===== src/rtl/count_seg_scan_pkg.sv =====
// Shared types and constants for the two-digit multiplexed 7-segment scanner.
package count_seg_pkg;

  localparam int unsigned CNT_W = 4;
  localparam int unsigned SEG_W = 7;
  localparam int unsigned AN_W  = 2;

  typedef enum logic {
    ST_ONES = 1'b0,
    ST_TENS = 1'b1
  } scan_state_e;

  // Segment patterns, bit order {g,f,e,d,c,b,a}, active-high
  localparam logic [SEG_W-1:0] SEG_0     = 7'h3F;
  localparam logic [SEG_W-1:0] SEG_1     = 7'h06;
  localparam logic [SEG_W-1:0] SEG_2     = 7'h5B;
  localparam logic [SEG_W-1:0] SEG_3     = 7'h4F;
  localparam logic [SEG_W-1:0] SEG_4     = 7'h66;
  localparam logic [SEG_W-1:0] SEG_5     = 7'h6D;
  localparam logic [SEG_W-1:0] SEG_6     = 7'h7D;
  localparam logic [SEG_W-1:0] SEG_7     = 7'h07;
  localparam logic [SEG_W-1:0] SEG_8     = 7'h7F;
  localparam logic [SEG_W-1:0] SEG_9     = 7'h6F;
  localparam logic [SEG_W-1:0] SEG_BLANK = 7'h00;

  localparam logic [AN_W-1:0] AN_ONES = 2'b01;
  localparam logic [AN_W-1:0] AN_TENS = 2'b10;

endpackage


===== src/rtl/count_seg_scan_if.sv =====
// Count input and display-pin bundle between counter, scanner and board pins.
interface count_seg_scan_if;
  import count_seg_pkg::*;

  logic [CNT_W-1:0] cnt_in;
  logic             freeze;
  logic [SEG_W-1:0] seg;
  logic [AN_W-1:0]  an;
  logic             frame_done;

  modport master (output cnt_in, freeze, input seg, an, frame_done);
  modport slave  (input cnt_in, freeze, output seg, an, frame_done);

endinterface


===== src/rtl/count_seg_scan_decode.sv =====
// Combinational BCD digit to 7-segment pattern; non-decimal codes blank.
module seg7_decode
  import count_seg_pkg::*;
(
  input  logic [CNT_W-1:0] digit,
  output logic [SEG_W-1:0] pattern_c
);

  always_comb begin
    pattern_c = SEG_BLANK;
    case (digit)
      4'd0:    pattern_c = SEG_0;
      4'd1:    pattern_c = SEG_1;
      4'd2:    pattern_c = SEG_2;
      4'd3:    pattern_c = SEG_3;
      4'd4:    pattern_c = SEG_4;
      4'd5:    pattern_c = SEG_5;
      4'd6:    pattern_c = SEG_6;
      4'd7:    pattern_c = SEG_7;
      4'd8:    pattern_c = SEG_8;
      4'd9:    pattern_c = SEG_9;
      default: pattern_c = SEG_BLANK;
    endcase
  end

endmodule


===== src/rtl/count_seg_scan.sv =====
// Snapshots the 4-bit count once per frame and scans it out as two decimal
// digits on a multiplexed 7-segment display.
module count_seg_scan
  import count_seg_pkg::*;
#(
  parameter int unsigned REFRESH_DIV    = 4,
  parameter bit          BLANK_LZ       = 1'b1,
  parameter bit          SEG_ACTIVE_LOW = 1'b0
) (
  input  logic             clk,
  input  logic             rst,
  count_seg_scan_if.slave  bus
);

  localparam int unsigned DIV_W = $clog2(REFRESH_DIV);

  logic [DIV_W-1:0] div;
  scan_state_e      state;
  logic [CNT_W-1:0] shadow;
  logic [SEG_W-1:0] seg_q;
  logic [AN_W-1:0]  an_q;
  logic             frame_done_q;

  logic             tick;
  logic             boundary;
  logic             over_nine;
  logic [CNT_W-1:0] tens;
  logic [CNT_W-1:0] ones;
  logic [CNT_W-1:0] digit;
  logic [SEG_W-1:0] pattern_c;
  logic [SEG_W-1:0] seg_d;
  logic [AN_W-1:0]  an_d;

  assign tick     = (div == DIV_W'(REFRESH_DIV - 1));
  assign boundary = tick && (state == ST_TENS);

  // Count is at most 15, so the tens digit is only ever 0 or 1
  assign over_nine = (shadow >= CNT_W'(10));
  assign tens      = over_nine ? CNT_W'(1) : CNT_W'(0);
  assign ones      = over_nine ? (shadow - CNT_W'(10)) : shadow;

  always_comb begin
    digit = ones;
    an_d  = AN_ONES;
    if (state == ST_TENS) begin
      digit = tens;
      an_d  = AN_TENS;
    end
  end

  seg7_decode u_decode (
    .digit     (digit),
    .pattern_c (pattern_c)
  );

  always_comb begin
    seg_d = pattern_c;
    if ((state == ST_TENS) && BLANK_LZ && !over_nine) begin
      seg_d = SEG_BLANK;
    end
  end

  // Divider, scan FSM and per-frame snapshot
  always_ff @(posedge clk or negedge rst) begin
    if (!rst) begin
      div          <= '0;
      state        <= ST_ONES;
      shadow       <= '0;
      frame_done_q <= 1'b0;
    end else begin
      div          <= tick ? '0 : (div + DIV_W'(1));
      frame_done_q <= boundary && !bus.freeze;
      if (tick) begin
        state <= (state == ST_ONES) ? ST_TENS : ST_ONES;
      end
      if (boundary && !bus.freeze) begin
        shadow <= bus.cnt_in;
      end
    end
  end

  always_ff @(posedge clk or negedge rst) begin
    if (!rst) begin
      seg_q <= SEG_BLANK;
      an_q  <= '0;
    end else begin
      seg_q <= seg_d;
      an_q  <= an_d;
    end
  end

  // Pin polarity applied after the register, so it covers the reset value too
  assign bus.seg        = SEG_ACTIVE_LOW ? ~seg_q : seg_q;
  assign bus.an         = SEG_ACTIVE_LOW ? ~an_q  : an_q;
  assign bus.frame_done = frame_done_q;

endmodule


===== src/flat_wrapper.sv =====
// flat-port wrapper written by rule: the top's interface ports become plain ports
module count_seg_scan_flat import count_seg_pkg::*;
#(
  parameter int unsigned REFRESH_DIV    = 4,
  parameter bit          BLANK_LZ       = 1'b1,
  parameter bit          SEG_ACTIVE_LOW = 1'b0
)
  (clk, rst, bus_cnt_in, bus_freeze, bus_seg, bus_an, bus_frame_done);
  count_seg_scan_if bus_i ();
  input  logic clk;
  input  logic rst;
  input wire logic [$bits(bus_i.cnt_in)-1:0] bus_cnt_in;
  input wire logic [$bits(bus_i.freeze)-1:0] bus_freeze;
  output wire logic [$bits(bus_i.seg)-1:0] bus_seg;
  output wire logic [$bits(bus_i.an)-1:0] bus_an;
  output wire logic [$bits(bus_i.frame_done)-1:0] bus_frame_done;
  assign bus_i.cnt_in = bus_cnt_in;
  assign bus_i.freeze = bus_freeze;
  assign bus_seg = bus_i.seg;
  assign bus_an = bus_i.an;
  assign bus_frame_done = bus_i.frame_done;
  count_seg_scan #(.REFRESH_DIV(REFRESH_DIV), .BLANK_LZ(BLANK_LZ), .SEG_ACTIVE_LOW(SEG_ACTIVE_LOW)) u_core (.clk(clk), .rst(rst), .bus(bus_i));
endmodule

===== config.mk =====
export PLATFORM = sky130hd
export DESIGN_NAME = count_seg_scan_flat
export DESIGN_NICKNAME = d
export VERILOG_FILES = /design/src/rtl/count_seg_scan_pkg.sv /design/src/rtl/count_seg_scan_if.sv /design/src/rtl/count_seg_scan_decode.sv /design/src/rtl/count_seg_scan.sv /design/src/flat_wrapper.sv
export SDC_FILE = /design/constraint.sdc
export NUM_CORES = 1
export LEC_CHECK = 0
export BUFFER_PORTS_ARGS = -buffer_cell sky130_fd_sc_hd__buf_2
export CAP_MARGIN = 20
export CORE_AREA = 2 2 48 50
export DETAILED_ROUTE_END_ITERATION = 16
export DIE_AREA = 0 0 50 52
export HOLD_SLACK_MARGIN = 0.05
export PLACE_DENSITY = 0.71
export SYNTH_ARGS = -nofsm -noshare
export SYNTH_HDL_FRONTEND = slang
export SYNTH_SLANG_ARGS = --single-unit

===== constraint.sdc =====
create_clock -name clk -period 2.5 [get_ports clk]
set_clock_uncertainty 0.2 [all_clocks]
set_input_delay 0.375 -clock clk [delete_from_list [all_inputs] [get_ports clk]]
set_output_delay 0.375 -clock clk [all_outputs]
set_load 0.02 [all_outputs]

==> out/qor.yml, run 1 <==
placement:
  dp.cells: 116
  gp_congestion: 0.748
  dp_hpwl_microns: 1150
  post_dp_cell_area_sq_um: 995
  port_buffers: 16
global_routing:
  grt_overflow_total: 0
  track_usage_pct: 14.1
  grt_pass1_vias: 571
  grt_pass1_wl_microns: 2590
  antenna_found_initial: 0
  grt_max_degree: 18
route:
  drtIter0Drc: 13
  met1_length_microns: 710
  ant_nets: 0
  top_layer_used: "met4"
  wire_per_inst_microns: 13.7
  drt-total-wl_microns: 1660
  wl_met3_microns: 53
  drc: 0
  drt_pass1_iterations: 4
  avgViaCountPerCell: 5.47
  wl_met2_microns: 823
  vias: 662
cells_and_area:
  seq_area_sq_um: 425
  fin_area_sq_um: 1030
  final_cells: 121
  layout-area-overhead-vs-synth_pct: 13.0
  drive_gt1_share_pct: 33.3
  fillers: 195
  nets: 106
  diodes: 0
  multi_input_area_sq_um: 428
timing:
  clock.fmax_mhz: 460
  min_period_ps: 2170
  worst_slew_pin_slew_ps: 469
  finalSetupViolations: 0
  maxSlewViolCount: 0
  rsz0062_at_grt: "false"
  slew_headroom_pct: 68.6
  fin_crit_sh_pct: 86.9
  hold_viol: 0
  tns_ps: 0
synth:
  synth_seq_cells: 17
  synth.most_common_cell: "dfrtp_1"
  synth.avg_cell_area_sq_um: 12.0
  ys_types: 33
  synth.yosys.seq_area_share_pct: 46.6
  yosys.area_share.adder_pct: 6.86
  yosys.area.top_type: "dfrtp_1"
  post_synth_inst_count: 76
  synth_top_family_by_area: "compound AO/OA/AOI/OAI gates"
  synthXorXnorAreaFrac_pct: 0.960
  synth_edf_count: 0
  synthMuxAreaShare_pct: 4.94
  syn-num-nets: 88
  async_flop_share_pct: 100
  yosys_warnings: 0
  ys_top_cells_by_count: "dfrtp_1, inv_1, ha_1"
  netlist_area_sq_um: 912
  synth_area_leaders: "dfrtp_1, ha_1, mux2_2"
  yosys.area_share.simple_pct: 13.4
  synth_top_area_share_pct: 46.6
  ys.flop_type: "dfrtp_1"
  synth_compound_area_share_pct: 20.7
clock_tree:
  holdBufCountCts: 1
  cts_repair_resize_count: 0
  htreeDepth: 1
  cts.path.max_buffers: 2
  clkTransAtPathRegs_ps: 90
  cts.sinks: 17
  cts_buffers: 3
  root_buffer: "clkbuf_4"
  cts_setup_buffers: 0
  clk_latency_ps: 290
  cts_tree: "done"
die:
  chipHeight_microns: 52
  floorplan.die.width_microns: 50
  die-area_sq_um: 2600
  initial_core_util_pct: 43.3
  num_rows: 17
  core_area_sq_um: 2110
  num_io_pins: 17
pwr:
  power_density_nw_per_um2: 650
  p_total_mw: 0.670
  p_leak_nw: 0.500
  peakVddDrop_v: 0.000252
worst_setup_path:
  cp.arrival_ps: 2170
  required_ps: 2490
  crit_path_end_kind: "flip-flop"
  cp-start-kind: "flip-flop"
  critical_path_class: "reg -> reg"
  worst-path-max-fanout: 14
status:
  status: "finished, final reports clean"
hold_path:
  hold_path_class: "in -> reg"
job:
  cap_violations: 0
-- sequential cells by signal, summed over array words and instances, names as in the netlist --
register and flops:
u_core.div 2, u_core.bus.frame_done 1, u_core.bus.an 2, u_core.shadow 4, u_core.bus.seg 7, u_core.state 1
-- through the flow --
stage,setup WS (ps),hold WS (ps),utilization [%]
after detailed placement,327,113,47.2
final,327,103,49.0
after CTS,314,103,49.0
after global placement,391,112,47.2
after floorplan,511,-121,-
after global routing,185,94.9,49.0
-- placed cells by master, fill, tap and decap left out, types with 2 or more instances in the layout --
| master | count |
|---|---|
| a2111oi_2 | 2 |
| a211oi_1 | 2 |
| a311oi_1 | 2 |
| a32oi_1 | 3 |
| and3_1 | 2 |
| buf_2 | 16 |
| clkbuf_4 | 3 |
| dfrtp_1 | 17 |
| ha_1 | 5 |
| inv_1 | 7 |
| mux2_2 | 4 |
| nand2_1 | 3 |
| nor2_1 | 4 |
| nor2b_1 | 2 |
-- layer usage --
layer | track usage [%] | up-vias
met5 | 0 | -
met4 | 12.0 | 0
met3 | 2.87 | 7
met2 | 20.6 | 17
met1 | 17.6 | 324
li1 | - | 314
-- where the power goes --
group	switching [mW]	internal (mW)	leakage, nW	total [mW]
registers	0.0233	0.308	0.197	0.331
logic	0.112	0.0818	0.288	0.193
clock network	0.0834	0.0622	0.0150	0.146
-- path summary, 6_finish.rpt --
path / startpoint / endpoint / slack (ps) / cells past startpoint
max: u_core.shadow[1] / u_core.bus.seg[3] / 330 / 5
min: bus_cnt_in[2] / u_core.shadow[2] / 100 / 2
max reg2reg: u_core.shadow[1] / u_core.bus.seg[3] / 330 / 5
min reg2reg: u_core.div[0] / u_core.div[0] / 230 / 1
max in group asynchronous: rst / u_core.shadow[0] / 1510 / 2
min in group asynchronous: rst / u_core.bus.seg[1] / 320 / 2
-- final cells by class --
| cell class | instances | share of cell area (%) |
|---|---|---|
| repair buffers | 17 | 8.74 |
| well taps | 28 | 3.40 |
| multi-input cells | 48 | 41.5 |
| inverters | 7 | 2.55 |
| clock buffers | 4 | 2.55 |
| flip-flops and latches | 17 | 41.3 |
-- kinds of logic after synthesis --
group / Yosys count
adders and majority gates: 5
DFF: 17
buffers and inverters: 11
xor gates and xnor gates: 1
AOI/OAI and AO/OA: 19
and+or+nand+nor: 19
muxes: 4
-- critical path, stage by stage (launching register included) --
cell,delay [ps]
dfrtp_1,610
nor3b_1,320
nor2_1,110
ha_1,300
and3b_1,190
a2111oi_2,340
Note: power is estimated with default switching activity, not from simulation.
==> inputs of run 2 (changes only) <==
- MAX_ROUTING_LAYER: unset -> met4
- SKIP_LAST_GASP: unset -> 1
==> run 2 against run 1 <==
  * Critical path depth did not move
  * Wire length did not move
  * Final area did not move
  * Critical endpoint unchanged
  * Largest power group unchanged
==> out/qor.yml, run 2 (synthesis results as in run 1) <==
pwr:
  power_density_nw_per_um2: 650
  p_leak_nw: 0.500
  peakVddDrop_v: 0.000252
clock_tree:
  cts_buffers: 3
  cts.sinks: 17
  cts_tree: "done"
  clkTransAtPathRegs_ps: 90
  cts.path.max_buffers: 2
  root_buffer: "clkbuf_4"
  htreeDepth: 1
  clk_latency_ps: 290
route:
  vias: 667
  ant_nets: 0
  drt-total-wl_microns: 1660
  avgViaCountPerCell: 5.51
  drtIter0Drc: 16
  wire_per_inst_microns: 13.7
  drt_pass1_iterations: 4
  drc: 0
timing:
  finalSetupViolations: 0
  hold_viol: 0
  min_period_ps: 2160
  fin_crit_sh_pct: 86.4
  slew_headroom_pct: 68.6
  rsz0062_at_grt: "false"
  tns_ps: 0
  clock.fmax_mhz: 463
  maxSlewViolCount: 0
  worst_slew_pin_slew_ps: 469
cells_and_area:
  layout_commonest_cell: "dfrtp_1"
  nets: 106
  diodes: 0
  largest_register_ffs: 7
  fin_area_sq_um: 1030
  layout-area-overhead-vs-synth_pct: 13.0
  fillers: 195
  drive_gt1_share_pct: 33.3
  most-common-layout-cells: "dfrtp_1, buf_2, inv_1, ha_1"
hold_path:
  min_path_cells: 2
  min-delay-start: "bus_cnt_in[2]"
  min_to: "u_core.shadow[2]"
  hold_path_class: "in -> reg"
worst_setup_path:
  r2r-end: "u_core.bus.seg[3]"
  slowest_stage: "dfrtp_1"
  reg2reg_from: "u_core.shadow[1]"
  slowest_delay_ps: 600
  required_ps: 2500
  crit_path_end_kind: "flip-flop"
  r2r_cells: 5
  cp.arrival_ps: 2150
  cp-start-kind: "flip-flop"
  worst-path-max-fanout: 14
  critical_path_class: "reg -> reg"
  crit_chain: "nor3b_1 > nor2_1 > ha_1 > and3b_1 > a2111oi_2"
  r2r_slack_ps: 340
global_routing:
  grt_pass1_vias: 568
  grt_pass1_wl_microns: 2590
  grt_max_degree: 18
  antenna_found_initial: 0
  track_usage_pct: 14.4
  grt_overflow_total: 0
die:
  floorplan.die.width_microns: 50
  initial_core_util_pct: 43.3
  die-area_sq_um: 2600
  num_rows: 17
  chipHeight_microns: 52
  core_area_sq_um: 2110
  num_io_pins: 17
status:
  status: "finished, final reports clean"
job:
  cap_violations: 0
placement:
  post_dp_cell_area_sq_um: 995
  gp_congestion: 0.757
  port_buffers: 16
  dp_hpwl_microns: 1150
run 2: cell counts in the layout (fill, tap and decap cells not counted):
Identical to the previous run, type by type.
run 2: metal layers:
layer | wire [microns] | share of wire (%) | track usage, %
met4 | 75 | 4.5 | 12.0
met3 | 73 | 4.4 | 2.87
met1 | 687 | 42 | 17.6
met5 | 0 | 0 | -
met2 | 819 | 49 | 20.6
run 2: repair_timing:
| item | CTS | global route |
|---|---|---|
| setup buffers | 0 | 0 |
| gates resized for setup | 0 | 0 |
| hold buffers | 1 | 0 |
| hold endpoints to repair | 17 | 0 |
run 2: worst max-delay path, delay by kind of cell, from the launching register on:
family | cells | cell delay, ps
simple gates | 3 | 620
flops | 1 | 600
compound gates | 1 | 340
fa+ha+maj | 1 | 300
run 2: report_power, final:
group | internal, mW | switching, mW
clock network | 0.0623 | 0.0835
logic | 0.0818 | 0.112
registers | 0.308 | 0.0230
run 2: cell type report:
class	instances	area, sq um	share of cell area (%)
inverter	7	26.3	2.55
multi-input combinational	48	428	41.5
tap	28	35.0	3.40
sequential	17	425	41.3
timing repair buffer	17	90.1	8.74
clock buffer	4	26.3	2.55
run 2: how the worst max path moves through the flow:
stage                                start                 to
after detailed placement  u_core.shadow[1]  u_core.bus.seg[3]
after floorplan           u_core.shadow[1]  u_core.bus.seg[3]
final                     u_core.shadow[1]  u_core.bus.seg[3]
after global routing      u_core.shadow[1]  u_core.bus.seg[5]
after global placement    u_core.shadow[1]  u_core.bus.seg[3]
after CTS                 u_core.shadow[1]  u_core.bus.seg[3]
run 2: through the flow:
step	hold slack [ps]	setup slack [ps]	util (%)	total power [mW]	cells
2_1_floorplan	-121	511	-	0.479	76
3_3_place_gp	112	391	47.2	0.522	116
3_5_place_dp	113	327	47.2	0.528	116
4_1_cts	103	314	49.0	0.676	121
5_1_grt	94.9	185	49.0	0.708	121
6_report	102	341	49.0	0.670	121
==> inputs of run 3 (changes only) <==
- clock period: 2.5 -> 2.3 ns (I/O delays scaled with it)
==> run 3 against run 2 <==
  * Sequential power increased by 8.2%
  * Core utilization up 0.42 points
  * Combinational power rose by 7%
  * Worst setup slack lost 160 ps
  * Final area increased by 0.85%
  * Sequential share of layout area down 0.35 points
  * Count of clock-buffer cells in the layout fell by 1
  * Sequential cell count did not move
  * Highest routed layer unchanged
==> out/qor.yml, run 3 (synthesis results as in run 1) <==
timing:
  hold_viol: 0
  worst_slew_pin_slew_ps: 463
  min_period_ps: 2120
  clock.fmax_mhz: 472
  rsz0062_at_grt: "false"
  fin_crit_sh_pct: 92.1
  maxSlewViolCount: 0
  slew_headroom_pct: 69.0
  finalSetupViolations: 0
  setup_ws_ps: 181
  tns_ps: 0
clock_tree:
  cts.sinks: 17
  clkTransAtPathRegs_ps: 100
  clk_latency_ps: 290
  cts_tree: "done"
  cts.path.max_buffers: 2
  htreeDepth: 1
  cts_buffers: 3
  root_buffer: "clkbuf_4"
worst_setup_path:
  slowest_stage: "dfrtp_1"
  reg2reg_from: "u_core.shadow[1]"
  cp.arrival_ps: 2100
  crit_chain: "nor3b_1 > nor2_1 > ha_1 > and3b_1 > a2111oi_2"
  crit_family: "flip-flops"
  worst-path-max-fanout: 14
  cp-start-kind: "flip-flop"
  critical_path_class: "reg -> reg"
  crit_path_end_kind: "flip-flop"
  slowest_delay_ps: 600
  required_ps: 2280
  crit_path_start: "u_core.shadow[1]"
  worst-path-buf-inv: 0
pwr:
  power_density_nw_per_um2: 694
  peakVddDrop_v: 0.000290
  p_leak_nw: 0.508
die:
  core_area_sq_um: 2110
  num_rows: 17
  die-area_sq_um: 2600
  initial_core_util_pct: 43.3
  floorplan.die.width_microns: 50
  chipHeight_microns: 52
  num_io_pins: 17
placement:
  gp_congestion: 0.779
  port_buffers: 16
  dp_hpwl_microns: 1130
  pre_cts_ws_ps: 224
route:
  vias: 626
  drtIter0Drc: 13
  drt_pass1_iterations: 4
  avgViaCountPerCell: 5.13
  ant_nets: 0
  drc: 0
  wire_per_inst_microns: 12.6
  drt-total-wl_microns: 1540
global_routing:
  grt_max_degree: 18
  grt_overflow_total: 0
  antenna_found_initial: 0
  grt_pass1_vias: 551
  track_usage_pct: 13.0
  grt_pass1_wl_microns: 2460
cells_and_area:
  drive_gt1_share_pct: 35.1
  most-common-layout-cells: "dfrtp_1, buf_2, inv_1, ha_1"
  diodes: 0
  layout_commonest_cell: "dfrtp_1"
  fillers: 188
  largest_register_ffs: 7
  layout-area-overhead-vs-synth_pct: 14.0
  nets: 107
hold_path:
  hold_path_class: "in -> reg"
  min-delay-start: "bus_cnt_in[2]"
status:
  status: "finished, final reports clean"
job:
  cap_violations: 0
run 3: power breakdown:
| part | switching [mW] | internal [mW] |
|---|---|---|
| Clock | 0.0914 | 0.0646 |
| Combinational | 0.119 | 0.0889 |
| Sequential | 0.0241 | 0.334 |
run 3: final timing paths:
kind / to / cells after the start / slack (ps)
max: u_core.bus.seg[3] / 5 / 180
min: u_core.shadow[2] / 2 / 80
max reg2reg: u_core.bus.seg[3] / 5 / 180
min reg2reg: u_core.div[0] / 1 / 230
max in group asynchronous: u_core.bus.seg[2] / 2 / 1330
min in group asynchronous: u_core.shadow[1] / 2 / 290
run 3: cell type report:
cell class	count	area (sq um)	area share, %
clock buffer	3	22.5	2.17
clock inverter	1	5.00	0.481
tap	28	35.0	3.37
timing repair buffer	18	97.6	9.39
sequential	17	425	40.9
inverter	7	26.3	2.53
multi-input combinational	48	428	41.2
run 3: what timing repair did:
| item | in CTS | in global routing |
|---|---|---|
| setup buffers | 0 | 0 |
| hold buffers | 1 | 0 |
| hold endpoints to repair | 17 | 0 |
| gates resized for setup | 0 | 0 |
run 3: metrics by stage:
stage | cells | utilization [%] | power, mW | instance area [sq um] | hold WS [ps]
final | 122 | 49.4 | 0.722 | 1040 | 77.8
after global routing | 122 | 49.4 | 0.765 | 1040 | 67.7
after CTS | 122 | 49.4 | 0.731 | 1040 | 72.4
after detailed placement | 117 | 47.6 | 0.572 | 1000 | 84.5
after global placement | 117 | 47.6 | 0.567 | 1000 | 79.6
after floorplan | 76 | - | 0.520 | 912 | -151
run 3: routing by layer:
metal	GRT usage [%]	wire [microns]
met1	16.5	720
met2	20.2	738
met3	0.862	35
met4	8.80	42
met5	-	0
